--- src/rtl/chacha_pkg.sv ---
// Shared constants and FSM state encoding for the ChaCha stream controller.
package chacha_pkg;

   localparam int LOAD_BYTES  = 48;
   localparam int BLOCK_BYTES = 64;

   typedef enum logic [2:0] {
      S_IDLE,
      S_LOAD,
      S_SETTLE,
      S_WAIT,
      S_STREAM
   } state_e;

endpackage

--- src/rtl/chacha_stream_ctl_byte_pipe_reg.sv ---
// Single-entry valid/ready output register: loads on i_load, drains on i_ready.
module byte_pipe_reg (
   input  logic       clk,
   input  logic       rst,
   input  logic [7:0] i_data,
   input  logic       i_load,
   input  logic       i_ready,
   output logic [7:0] o_data,
   output logic       o_valid
);

   logic [7:0] r_data;
   logic       r_valid;

   // NOTE: sequential state uses non-blocking assignments so every register
   // samples pre-edge values regardless of statement order.
   always_ff @(posedge clk) begin
      if (rst) begin
         r_data  <= 8'h00;
         r_valid <= 1'b0;
      end else if (i_load) begin
         r_data  <= i_data;
         r_valid <= 1'b1;
      end else if (i_ready) begin
         r_valid <= 1'b0;
      end
   end

   assign o_data  = r_data;
   assign o_valid = r_valid;

endmodule

--- src/rtl/chacha_stream_ctl.sv ---
// Host-side driver for the ChaCha block byte interface: loads key material,
// waits for the keystream, then XORs it onto the plaintext byte stream.
module chacha_stream_ctl
   import chacha_pkg::*;
(
   input  logic       clk,
   input  logic       rst,
   input  logic       start,
   input  logic [7:0] in_data,
   input  logic       in_valid,
   output logic       in_ready,
   output logic [7:0] out_data,
   output logic       out_valid,
   input  logic       out_ready,
   output logic [7:0] blk_data_in,
   output logic       blk_write,
   output logic       blk_read,
   input  logic [7:0] blk_data_out,
   input  logic       blk_ready,
   output logic       loaded,
   output logic [5:0] byte_idx
);

   state_e     r_state, w_state_nxt;
   logic [5:0] r_load_cnt, w_load_cnt_nxt;
   logic [5:0] r_byte_idx, w_byte_idx_nxt;
   logic       r_loaded, w_loaded_nxt;
   logic       w_can_out, w_accept, w_fire, w_load_last, w_blk_last;

   assign w_can_out   = !out_valid || out_ready;
   // A start in STREAM must not consume a keystream byte, so it blocks the handshake.
   assign in_ready    = (r_state == S_LOAD) ||
                        ((r_state == S_STREAM) && blk_ready && w_can_out && !start);
   assign w_accept    = in_valid && in_ready;
   assign w_fire      = w_accept && (r_state == S_STREAM);
   assign blk_write   = in_valid && (r_state == S_LOAD);
   assign blk_data_in = in_data;
   assign blk_read    = w_fire;
   assign w_load_last = (r_load_cnt == 6'(LOAD_BYTES - 1));
   assign w_blk_last  = (r_byte_idx == 6'(BLOCK_BYTES - 1));

   // NOTE: every signal written here is given a default first, so no path
   // through the block can leave it unassigned and infer a latch.
   always_comb begin
      w_state_nxt    = r_state;
      w_load_cnt_nxt = r_load_cnt;
      w_byte_idx_nxt = r_byte_idx;
      w_loaded_nxt   = r_loaded;
      if (start) begin
         w_state_nxt    = S_LOAD;
         w_load_cnt_nxt = ((r_state == S_LOAD) && w_accept) ? 6'd1 : 6'd0;
         w_byte_idx_nxt = 6'd0;
         w_loaded_nxt   = 1'b0;
      end else begin
         case (r_state)
            S_LOAD: begin
               if (w_accept) begin
                  if (w_load_last) begin
                     w_state_nxt    = S_SETTLE;
                     w_byte_idx_nxt = 6'd0;
                     w_loaded_nxt   = 1'b1;
                  end else begin
                     w_load_cnt_nxt = r_load_cnt + 6'd1;
                  end
               end
            end
            // A ready left over from the previous block must drop before we wait on it.
            S_SETTLE: if (!blk_ready) w_state_nxt = S_WAIT;
            S_WAIT:   if (blk_ready)  w_state_nxt = S_STREAM;
            S_STREAM: begin
               if (w_fire) begin
                  w_byte_idx_nxt = r_byte_idx + 6'd1;
                  if (w_blk_last) w_state_nxt = S_SETTLE;
               end
            end
            default: ;
         endcase
      end
   end

   always_ff @(posedge clk) begin
      if (rst) begin
         r_state    <= S_IDLE;
         r_load_cnt <= 6'd0;
         r_byte_idx <= 6'd0;
         r_loaded   <= 1'b0;
      end else begin
         r_state    <= w_state_nxt;
         r_load_cnt <= w_load_cnt_nxt;
         r_byte_idx <= w_byte_idx_nxt;
         r_loaded   <= w_loaded_nxt;
      end
   end

   byte_pipe_reg u_out_reg (
      .clk     (clk),
      .rst     (rst),
      .i_data  (in_data ^ blk_data_out),
      .i_load  (w_fire),
      .i_ready (out_ready),
      .o_data  (out_data),
      .o_valid (out_valid)
   );

   assign loaded   = r_loaded;
   assign byte_idx = r_byte_idx;

endmodule

--- config.mk ---
export PLATFORM = sky130hd
export DESIGN_NAME = chacha_stream_ctl
export DESIGN_NICKNAME = d
export VERILOG_FILES = /design/src/rtl/chacha_pkg.sv /design/src/rtl/chacha_stream_ctl_byte_pipe_reg.sv /design/src/rtl/chacha_stream_ctl.sv
export SDC_FILE = /design/constraint.sdc
export NUM_CORES = 1
export LEC_CHECK = 0
export BUFFER_PORTS_ARGS = -buffer_cell sky130_fd_sc_hd__buf_2
export CAP_MARGIN = 20
export CORE_MARGIN = 10
export CORE_UTILIZATION = 40
export DETAILED_ROUTE_END_ITERATION = 10
export GPL_TIMING_DRIVEN = 0
export PLACE_DENSITY = 0.66
export SYNTH_ARGS = -nofsm -noshare
export SYNTH_HDL_FRONTEND = slang
export SYNTH_SLANG_ARGS = --single-unit
--- constraint.sdc ---
create_clock -name clk -period 5.6 [get_ports clk]
set_clock_uncertainty 0.2 [all_clocks]
set_input_delay 0.28 -clock clk [delete_from_list [all_inputs] [get_ports clk]]
set_output_delay 0.28 -clock clk [all_outputs]
set_load 0.01 [all_outputs]
==> summary.md, run 1 <==
| Metric | Value |
|---|---|
| Max-slew headroom | `64.31%` |
| Final Hold Viols | `0` |
| Crit path time final | `2.353 ns` |
| Final wirelength | `3276 µm` |
| TritonRoute pass-1 iters | `4` |
| Status | `complete, no violations` |
| Antenna cells | `0` |
| TritonCTS clock tree | `yes` |
| Drc violations | `0` |
| Final setup fails | `0` |
| Setup_tns | `0 ns` |
| Min Hold Slack | `0.03746 ns` |
| Peak VDD IR | `0.00008322 V` |
| RSZ-0062 raised after global routing | `false` |
| Synth unique cells | `37` |
| Pre-CTS WS | `3.540 ns` |
| Tot Pwr | `300.4 µW` |
| Netlist Area Pre-Place | `0.001393 mm²` |
| Layout overhead on the synthesized area | `23.99%` |
| Core area | `0.003363 mm²` |
| DIE AREA | `0.006242 mm²` |
| FF+latch count, synth | `25` |
| H-tree depth | `1` |
| Largest net degree at the start of global routing | `14` |
| Max Slew Vio Count | `0` |
| Worst setup SP type | `flop` |
| DR iter-0 viols | `47` |
| Worst-case clock buffer depth | `2` |
| Nets@finish | `241` |
| GRT overflow | `0` |
| Sequential area share after synthesis | `35.94%` |
| Via-per-instance ratio | `4.977` |
| Clk sinks | `25` |
| Setup crit end kind | `primary output` |
| Highest-count cells in the layout ignoring fill and taps | `51 x buf_2, 25 x dfxtp_1, 17 x nor2_1` |
| Vias | `1304` |
| Starting Density | `41.41%` |
| Critical-path top delay cell | `dfxtp_1` |
| Max FO, Critical Path | `10` |
| Chip height | `79.01 µm` |
| Critical path class | `reg -> out` |
| HPWL after DPL | `2616 µm` |
| Mapped Cells | `163` |
| Worst EP required | `5.12 ns` |
| Power Dens Cells | `174.0 mW/mm²` |
| Final worst-path cycle share | `42.03%` |
| Post-Syn Area per Cell | `8.543 µm²` |
| Setup ws final | `3.247 ns` |
| YS warnings | `0` |
| Die width | `79.01 µm` |
| Num ports | `49` |
| Core Util, Final | `51.34%` |
| Worst-path clk slew | `0.13 ns` |
| Hold crit path type | `in -> reg` |
| TritonCTS Buffers | `3` |
| Last weighted congestion value of the routability-driven placer | `0.7983` |
| Tot GR Track Use | `10.75%` |
| Clk root buf | `clkbuf_4` |
| Slowest stage delay, CP | `0.35 ns` |
| Max Freq | `424.9 MHz` |
| Most common cell on crit path | `buf_2` |
| Commonest non-fill, non-tap cell in the layout | `buf_2` |
| Worst skew pair latency | `0.32 ns` |
| Drt wl/cell | `12.50 µm` |
| Crit-path cells | `clkbuf_1 > nand2b_1 > nor4_1 > buf_2 > buf_2` |
| Worst Tran Pin Value | `0.5334 ns` |
| Critical Path AT | `1.87 ns` |
| Row Count | `21` |
| Leak Pwr | `0.6965 nW` |
| Max_cap viols | `0` |
| ANT nets after route | `0` |
| Syn nets | `187` |
| Port buffer count | `48` |
| Share of cells above drive strength 1 | `31.94%` |
| Vias in the first global route | `1294` |
| Initial antenna violation count | `0` |
| Post-cts resize count | `0` |
| Global-route wire length before repair | `5747 µm` |
==> kinds of logic (layout without fill, tap and decap cells) <==
kind of cell / Yosys count / count (layout) / share of synthesized area (%)
simple gates: 66 / 66 / 26.06
compound gates: 38 / 38 / 18.60
flops: 25 / 25 / 35.94
buf+inv: 18 / 71 / 8.356
xor+xnor: 9 / 9 / 5.661
mux: 5 / 5 / 3.594
fa+ha+maj: 2 / 2 / 1.797
==> final timing paths <==
kind | start | to | slack (ns) | cells past startpoint
setup reg to reg | r_load_cnt[0]$_SDFFE_PP0P_ | byte_idx[5]$_SDFFE_PP0P_ | 3.51 | 6
hold reg to reg | loaded$_SDFFE_PP0P_ | loaded$_SDFFE_PP0P_ | 0.30 | 2
hold / removal | blk_data_out[0] | u_out_reg.o_data[0]$_SDFFE_PP0P_ | 0.04 | 3
setup / recovery | r_state[1]$_SDFFE_PP0P_ | blk_read | 3.25 | 5
==> worst max-delay path: cells and delay by family (launching register included) <==
family / cells / cell delay (ns)
buffers and inverters: 3 / 0.64
DFF: 1 / 0.35
and+or+nand+nor: 2 / 0.56
==> sequential cells by signal, indices dropped and copies added (netlist names) <==
name / cells
r_load_cnt: 6
byte_idx: 6
u_out_reg.o_valid: 1
r_state: 3
u_out_reg.o_data: 8
loaded: 1
==> metal layers <==
metal / GRT usage, % / share of wire (%) / vias up
met4: 2.688 / 0 / 0
met5: 0 / 0 / -
met3: 5.293 / 10 / 0
met2: 16.48 / 42 / 47
li1: - / - / 684
met1: 13.11 / 47 / 573
==> per-stage QoR <==
step	instance area (µm²)	instances
after floorplan	1393	163
after global placement	1690	257
after detailed placement	1690	257
after CTS	1727	262
after global routing	1727	262
final	1727	262
==> power breakdown <==
group | leakage [nW] | switching (mW) | internal [mW]
logic | 0.480 | 0.0185 | 0.0197
clock network | 0.0150 | 0.0541 | 0.0279
registers | 0.202 | 0.00138 | 0.179
==> cells in the mapped netlist <==
master | count | area, µm²
or3b_2 | 1 | 8.760
or3_1 | 9 | 56.30
o211ai_1 | 2 | 15.01
nand2b_1 | 4 | 25.02
nand2_1 | 9 | 33.78
nand3_1 | 10 | 50.05
nor2_1 | 17 | 63.81
xnor2_1 | 8 | 70.07
o21ai_0 | 8 | 40.04
a2111oi_4 | 1 | 27.53
nor4_1 | 2 | 12.51
a21oi_1 | 12 | 60.06
ha_1 | 2 | 25.02
and2b_1 | 1 | 7.510
and3_1 | 2 | 12.51
xor2_1 | 1 | 8.760
nand4_1 | 1 | 6.260
a211o_1 | 1 | 8.760
and4_1 | 1 | 8.760
nor2b_1 | 3 | 18.77
buf_2 | 3 | 15.01
nor3b_1 | 1 | 7.510
and4bb_1 | 1 | 12.51
a31oi_1 | 1 | 6.260
buf_4 | 8 | 60.06
dfxtp_1 | 25 | 500.5
nand2b_4 | 1 | 13.76
nand3_2 | 1 | 10.01
or2_2 | 1 | 6.260
a211oi_1 | 10 | 75.07
buf_6 | 2 | 22.52
mux2i_1 | 5 | 50.05
or3b_1 | 1 | 8.760
clkbuf_1 | 5 | 18.77
a2111o_1 | 1 | 11.26
a311oi_1 | 1 | 8.760
o22ai_1 | 1 | 6.260
==> area by class of cell <==
type | count | area (µm²)
clock buffers | 4 | 26.28
multi-input cells | 120 | 775.7
fillers | 370 | 1637
flip-flops and latches | 25 | 500.5
plain buffers | 18 | 116.4
well taps | 46 | 57.56
repair buffers | 49 | 250.2
==> timing repair <==
action,in CTS,in global routing
hold buffers,1,0
endpoints found under the hold margin,1,0
buffers inserted,0,0
(Power assumes the default switching activity.)
==> run 2, diff against run 1 <==
--- a/config.mk
+++ b/config.mk
@@ -11,7 +11,7 @@
 export CORE_UTILIZATION = 40
 export DETAILED_ROUTE_END_ITERATION = 10
 export GPL_TIMING_DRIVEN = 0
-export PLACE_DENSITY = 0.66
+export PLACE_DENSITY = 0.69
 export SYNTH_ARGS = -nofsm -noshare
 export SYNTH_HDL_FRONTEND = slang
 export SYNTH_SLANG_ARGS = --single-unit
==> constraint.sdc (replaced) <==
create_clock -name clk -period 2.1 [get_ports clk]
set_clock_uncertainty 0.2 [all_clocks]
set_input_delay 0.105 -clock clk [delete_from_list [all_inputs] [get_ports clk]]
set_output_delay 0.105 -clock clk [all_outputs]
set_load 0.01 [all_outputs]
==> summary.md, run 2 (synthesis results as in run 1) <==
| Metric | Value |
|---|---|
| Drt wl/cell | `13.18 µm (+5.4%)` |
| DR iter-0 viols | `93 (+98%)` |
| Leak Pwr | `0.7938 nW (+14%)` |
| Max-slew headroom | `61.94% (-2.4 points)` |
| Tot GR Track Use | `12.45% (+1.7 points)` |
| Fillers | `329 (-11%)` |
| Antenna cells | `0 (unchanged)` |
| DIE AREA | `0.006242 mm² (unchanged)` |
| Worst skew pair latency | `0.32 ns (about the same)` |
| FF-to-FF Start | `r_load_cnt[0]$_SDFFE_PP0P_` |
| Critical path startpoint | `r_load_cnt[0]$_SDFFE_PP0P_` |
| Drc violations | `0 (unchanged)` |
| Vias | `1394 (+6.9%)` |
| Crit path max-delay family | `simple AND/OR/NAND/NOR gates` |
| H-tree depth | `1 (unchanged)` |
| GRT overflow | `0 (unchanged)` |
| Vias in the first global route | `1471 (+14%)` |
| Num ports | `49 (unchanged)` |
| Status | `complete, no violations` |
| Tot Pwr | `847.4 µW (+180%)` |
| Hold Startpoint | `start` |
| Starting Density | `41.41% (unchanged)` |
| Global-route wire length before repair | `6568 µm (+14%)` |
| Final Hold Viols | `0 (unchanged)` |
| Final worst-path cycle share | `96.51%` |
| Worst setup SP type | `flop` |
| Sw Share | `24.96% (+0.32 points)` |
| Clk sinks | `25 (unchanged)` |
| TritonCTS Buffers | `3 (unchanged)` |
| Max_cap viols | `0 (unchanged)` |
| Chip height | `79.01 µm (unchanged)` |
| Critical Path AT | `2.09 ns (+0.22 ns)` |
| Max Slew Vio Count | `0 (unchanged)` |
| Worst Tran Pin Value | `0.5687 ns (+0.03532 ns)` |
| Share of cells above drive strength 1 | `33.90% (+2.0 points)` |
| Slowest stage delay, CP | `0.39 ns (+0.04 ns)` |
| Die width | `79.01 µm (unchanged)` |
| ANT nets after route | `0 (unchanged)` |
| HPWL after DPL | `2699 µm (+3.2%)` |
| Worst-case clock buffer depth | `2 (unchanged)` |
| P_int | `635.9 µW (+180%)` |
| Critical-path top delay cell | `dfxtp_4` |
| Final setup fails | `0 (unchanged)` |
| Clock power share | `25.9% (-1.4 points)` |
| Crit path time final | `2.027 ns` |
| Max Freq | `493.4 MHz` |
| Critical path class | `reg -> reg` |
| Largest net degree at the start of global routing | `15 (+1)` |
| Hold crit path type | `in -> reg` |
| Max FO, Critical Path | `6 (-4)` |
| Nets@finish | `261 (+8.3%)` |
| Final wirelength | `3717 µm (+13%)` |
| Last weighted congestion value of the routability-driven placer | `0.8215 (+2.9%)` |
| Max reg flops | `8 (unchanged)` |
| Layout overhead on the synthesized area | `41.60%` |
| TritonRoute pass-1 iters | `4 (unchanged)` |
| Post-Layout Inst Area | `0.001972 mm² (+14%)` |
| Min Hold Slack | `0.01074 ns (-0.02672 ns)` |
| Core area | `0.003363 mm² (unchanged)` |
| Port buffer count | `48 (unchanged)` |
| Initial antenna violation count | `0 (unchanged)` |
| Clk root buf | `clkbuf_4` |
| Crit-path cells | `ha_2 > nand3_2 > or3_4 > buf_6 > a2111oi_4 > mux2i_1` |
| Worst-path clk slew | `0.14 ns (about the same)` |
| Placed standard-cell area | `0.001690 mm² (unchanged)` |
| Worst path bufs/invs | `1 (-2)` |
| TritonCTS clock tree | `yes` |
| Via-per-instance ratio | `4.943 (-0.68%)` |
| Power Dens Cells | `429.8 mW/mm² (+150%)` |
| Worst EP required | `2.17 ns (-2.95 ns)` |
| Setup crit end kind | `flop` |
| Sequential share of power | `56.6% (-3.4 points)` |
| Setup_tns | `0 ns (unchanged)` |
| Combinational share of power | `17.5% (+4.8 points)` |
| Highest-count cells in the layout ignoring fill and taps | `50 x buf_2, 23 x dfxtp_1, 21 x dlygate4sd3_1` |
| Row Count | `21 (unchanged)` |
| Peak VDD IR | `0.0002144 V (+160%)` |
| Sw Pwr | `211.5 µW (+190%)` |
| Commonest non-fill, non-tap cell in the layout | `buf_2` |
==> run 2: changes by cell type in the layout (fill, tap and decap cells not counted), sizes merged <==
| cell | previous run | this run |
|---|---|---|
| dlygate4sd3 | 1 | 21 |
| clkinv | 0 | 1 |
| buf | 61 | 62 |
| clkbuf | 9 | 7 |
==> run 2: power groups by stage <==
stage	Clock [mW]	Combinational (mW)	Sequential (mW)
after floorplan	0	0.0567	0.490
after global placement	0	0.102	0.491
after detailed placement	0	0.104	0.491
after CTS	0.230	0.145	0.480
after global routing	0.246	0.162	0.480
final	0.220	0.148	0.480
==> run 2: tightest hold or removal path: stages <==
cell     delay [ns]
buf_2          0.13
or2_2          0.12
or3_1          0.09
mux2i_1        0.06
==> run 2: area by class of cell <==
cell class                 instances  area [µm²]  share of cell area [%]
buffer                            17       116.4                   5.901
clock buffer                       3       22.52                   1.142
clock inverter                     1       5.005                  0.2538
multi-input combinational        120       807.0                   40.93
sequential                        25       505.5                   25.63
tap                               46       57.56                   2.919
timing repair buffer              70       457.9                   23.22
==> run 2: what timing repair did <==
item / CTS / global route
cloned: 0 / 0
hold buffers: 21 / 0
setup endpoints to repair: 2 / 10
setup buffers: 0 / 1
resized for setup: 4 / 9
endpoints found under the hold margin: 14 / 0
==> run 2: stage by stage <==
stage	util [%]	setup WS (ns)	cells
2_1_floorplan	-	0.1557	163
3_3_place_gp	50.26	0.07200	257
3_5_place_dp	50.26	0.03609	257
4_1_cts	57.81	0.0003328	282
5_1_grt	58.63	-0.004391	282
6_report	58.63	0.07332	282
==> run 2: final timing paths <==
kind	end	slack (ns)	depth (start not counted)
max	byte_idx[5]$_SDFFE_PP0P_	0.07	6
min	byte_idx[5]$_SDFFE_PP0P_	0.01	4
max reg2reg	byte_idx[5]$_SDFFE_PP0P_	0.07	6
min reg2reg	loaded$_SDFFE_PP0P_	0.28	2
==> run 2: per-layer routing <==
metal	track usage, %	wire length (µm)	vias to the layer above
li1	-	-	724
met1	14.13	1600	621
met2	20.39	1688	45
met3	5.743	393	4
met4	3.763	34	0
met5	0	0	-
==> run 3, diff against run 2 <==
--- a/config.mk
+++ b/config.mk
@@ -7,11 +7,13 @@
 export LEC_CHECK = 0
 export BUFFER_PORTS_ARGS = -buffer_cell sky130_fd_sc_hd__buf_2
 export CAP_MARGIN = 20
+export CELL_PAD_IN_SITES_DETAIL_PLACEMENT = 0
+export CELL_PAD_IN_SITES_GLOBAL_PLACEMENT = 1
 export CORE_MARGIN = 10
-export CORE_UTILIZATION = 40
+export CORE_UTILIZATION = 32
 export DETAILED_ROUTE_END_ITERATION = 10
 export GPL_TIMING_DRIVEN = 0
-export PLACE_DENSITY = 0.69
+export PLACE_DENSITY = 0.75
 export SYNTH_ARGS = -nofsm -noshare
 export SYNTH_HDL_FRONTEND = slang
 export SYNTH_SLANG_ARGS = --single-unit
==> summary.md, run 3 (synthesis results as in run 1) <==
| Metric | Value |
|---|---|
| Drt wl/cell | `13.53 µm (+2.6%)` |
| Post-CTS Setup Bufs | `0 (unchanged)` |
| Die width | `85.97 µm (+8.8%)` |
| DR iter-0 viols | `25 (-73%)` |
| Global-route wire length before repair | `6258 µm (-4.7%)` |
| Worst-case clock buffer depth | `2 (unchanged)` |
| Critical Path AT | `2.00 ns (-0.09 ns)` |
| Final setup fails | `0 (unchanged)` |
| Max FO, Critical Path | `6 (unchanged)` |
| Hold crit path type | `in -> reg` |
| Antenna cells | `0 (unchanged)` |
| Chip height | `85.97 µm (+8.8%)` |
| Via-per-instance ratio | `4.845 (-2.0%)` |
| TritonRoute pass-1 iters | `4 (unchanged)` |
| Largest net degree at the start of global routing | `14 (-1)` |
| Port buffer count | `48 (unchanged)` |
| Layout overhead on the synthesized area | `40.07%` |
| Core area | `0.004115 mm² (+22%)` |
| Reg2Reg Capture Point | `byte_idx[5]$_SDFFE_PP0P_` |
| Placed standard-cell area | `0.001695 mm² (+0.30%)` |
| Drc violations | `0 (unchanged)` |
| Tot GR Track Use | `10.05% (-2.4 points)` |
| Vias in the first global route | `1392 (-5.4%)` |
| Leak Pwr | `0.7801 nW (-1.7%)` |
| H-tree depth | `1 (unchanged)` |
| Critical path class | `reg -> reg` |
| Reg area | `503.0 µm² (-0.50%)` |
| Max_cap viols | `0 (unchanged)` |
| Status | `complete, no violations` |
| HPWL after DPL | `2772 µm (+2.7%)` |
| Tot Pwr | `910.2 µW (+7.4%)` |
| Final worst-path cycle share | `95.56% (-0.95 points)` |
| Worst Tran Pin Value | `0.6104 ns (+0.04162 ns)` |
| Slowest stage delay, CP | `0.37 ns (-0.02 ns)` |
| TritonCTS Buffers | `3 (unchanged)` |
| Last weighted congestion value of the routability-driven placer | `0.7451 (-9.3%)` |
| Worst setup SP type | `flop` |
| Final wirelength | `3828 µm (+3.0%)` |
| Hold Startpoint | `blk_ready` |
| Share of cells above drive strength 1 | `31.76% (-2.1 points)` |
| Max reg flops | `8 (unchanged)` |
| Commonest non-fill, non-tap cell in the layout | `buf_2` |
| Pre-CTS WS | `0.05759 ns (+0.02150 ns)` |
| Row Count | `23 (+9.5%)` |
| Clk sinks | `25 (unchanged)` |
| Multi-input gate area | `794.5 µm² (-1.6%)` |
| Hold path depth | `3 (-1)` |
| FF-to-FF Start | `r_load_cnt[0]$_SDFFE_PP0P_` |
| Setup ws final | `0.09326 ns (+0.01994 ns)` |
| Power Dens Cells | `466.6 mW/mm² (+8.6%)` |
| GRT overflow | `0 (unchanged)` |
| Num ports | `49 (unchanged)` |
| Max-slew headroom | `59.16% (-2.8 points)` |
| Fillers | `408 (+24%)` |
| Worst skew pair latency | `0.27 ns (-0.05 ns)` |
| Worst EP required | `2.10 ns (-0.07 ns)` |
| Reg2Reg Depth | `6 (unchanged)` |
| ANT nets after route | `0 (unchanged)` |
| Initial antenna violation count | `0 (unchanged)` |
| Min Hold Slack | `0.01514 ns (+0.004400 ns)` |
| Clk root buf | `clkbuf_8` |
| Max Freq | `498.3 MHz (+0.99%)` |
| TritonCTS clock tree | `yes` |
| Post-Layout Inst Area | `0.001951 mm² (-1.1%)` |
| Peak VDD IR | `0.0001997 V (-6.9%)` |
| Hold Path End | `r_state[2]$_SDFFE_PP0P_` |
| Nets@finish | `258 (-1.1%)` |
| Setup_tns | `0 ns (unchanged)` |
| Setup crit end kind | `flop` |
| Critical-path top delay cell | `or3_1` |
| RSZ-0062 raised after global routing | `false` |
| Final Hold Viols | `0 (unchanged)` |
| Max Slew Vio Count | `0 (unchanged)` |
| Starting Density | `33.84% (-7.6 points)` |
| R2r setup slk | `0.09 ns (+0.02 ns)` |
| Highest-count cells in the layout ignoring fill and taps | `50 x buf_2, 23 x dfxtp_1, 19 x dlygate4sd3_1` |
| Worst-path clk slew | `0.09 ns (-0.05 ns)` |
| Vias | `1371 (-1.6%)` |
| DIE AREA | `0.007391 mm² (+18%)` |
| Crit-path cells | `ha_1 > nand3_2 > or3_1 > buf_6 > a2111oi_4 > mux2i_1` |
| Crit path time final | `2.007 ns (-0.01994 ns)` |
==> run 3: cell types whose count changed in the layout (fill, tap and decap cells not counted), sizes merged <==
cell	previous run	this run
buf	62	60
clkinv	1	0
dlygate4sd3	21	19
clkbuf	7	9
==> run 3: worst max-delay path by stage <==
| stage | start | to |
|---|---|---|
| floorplan | r_load_cnt[0]$_SDFFE_PP0P_ | byte_idx[5]$_SDFFE_PP0P_ |
| global placement | r_load_cnt[0]$_SDFFE_PP0P_ | byte_idx[5]$_SDFFE_PP0P_ |
| detailed placement | r_load_cnt[0]$_SDFFE_PP0P_ | byte_idx[5]$_SDFFE_PP0P_ |
| CTS | r_state[1]$_SDFFE_PP0P_ | blk_read |
| global route | r_load_cnt[0]$_SDFFE_PP0P_ | byte_idx[5]$_SDFFE_PP0P_ |
| finish | r_load_cnt[0]$_SDFFE_PP0P_ | byte_idx[5]$_SDFFE_PP0P_ |
==> run 3: where the power goes <==
group	switching [mW]	internal [mW]	leakage [nW]
clock network	0.150	0.136	0.0228
logic	0.0598	0.0849	0.555
registers	0.00356	0.476	0.203
==> run 3: layout make-up <==
class	count	area share, %
sequential	25	25.79
multi-input combinational	120	40.73
clock buffer	4	2.309
buffer	17	5.901
timing repair buffer	67	22.07
tap	50	3.207
==> run 3: through the flow <==
stage | instances | util [%]
floorplan | 163 | -
global placement | 261 | 41.20
detailed placement | 261 | 41.20
CTS | 284 | 46.97
global route | 283 | 47.40
finish | 283 | 47.40
==> run 3: what timing repair did <==
item                                    4_1_cts  5_1_grt
endpoints found under the hold margin        10        0
endpoints found under the setup margin        1        5
hold buffers                                 19        0
gates resized for setup                       1        6
gates cloned                                  0        0
==> run 3: critical path, delay by kind of cell (launching register included) <==
family                     cells  cell delay [ns]
and+or+nand+nor                2             0.48
buffers and inverters          1             0.15
muxes                          1             0.20
adders and majority gates      1             0.20
AOI/OAI and AO/OA              1             0.35
DFF                            1             0.36
==> run 3: metal layers <==
layer | share of wire, % | routed length [µm] | up-vias | track usage (%)
li1 | - | - | 717 | -
met1 | 45 | 1740 | 609 | 11.36
met2 | 43 | 1645 | 43 | 15.62
met3 | 11 | 423 | 2 | 5.960
met4 | 0.50 | 19 | 0 | 2.695
met5 | 0 | 0 | - | 0
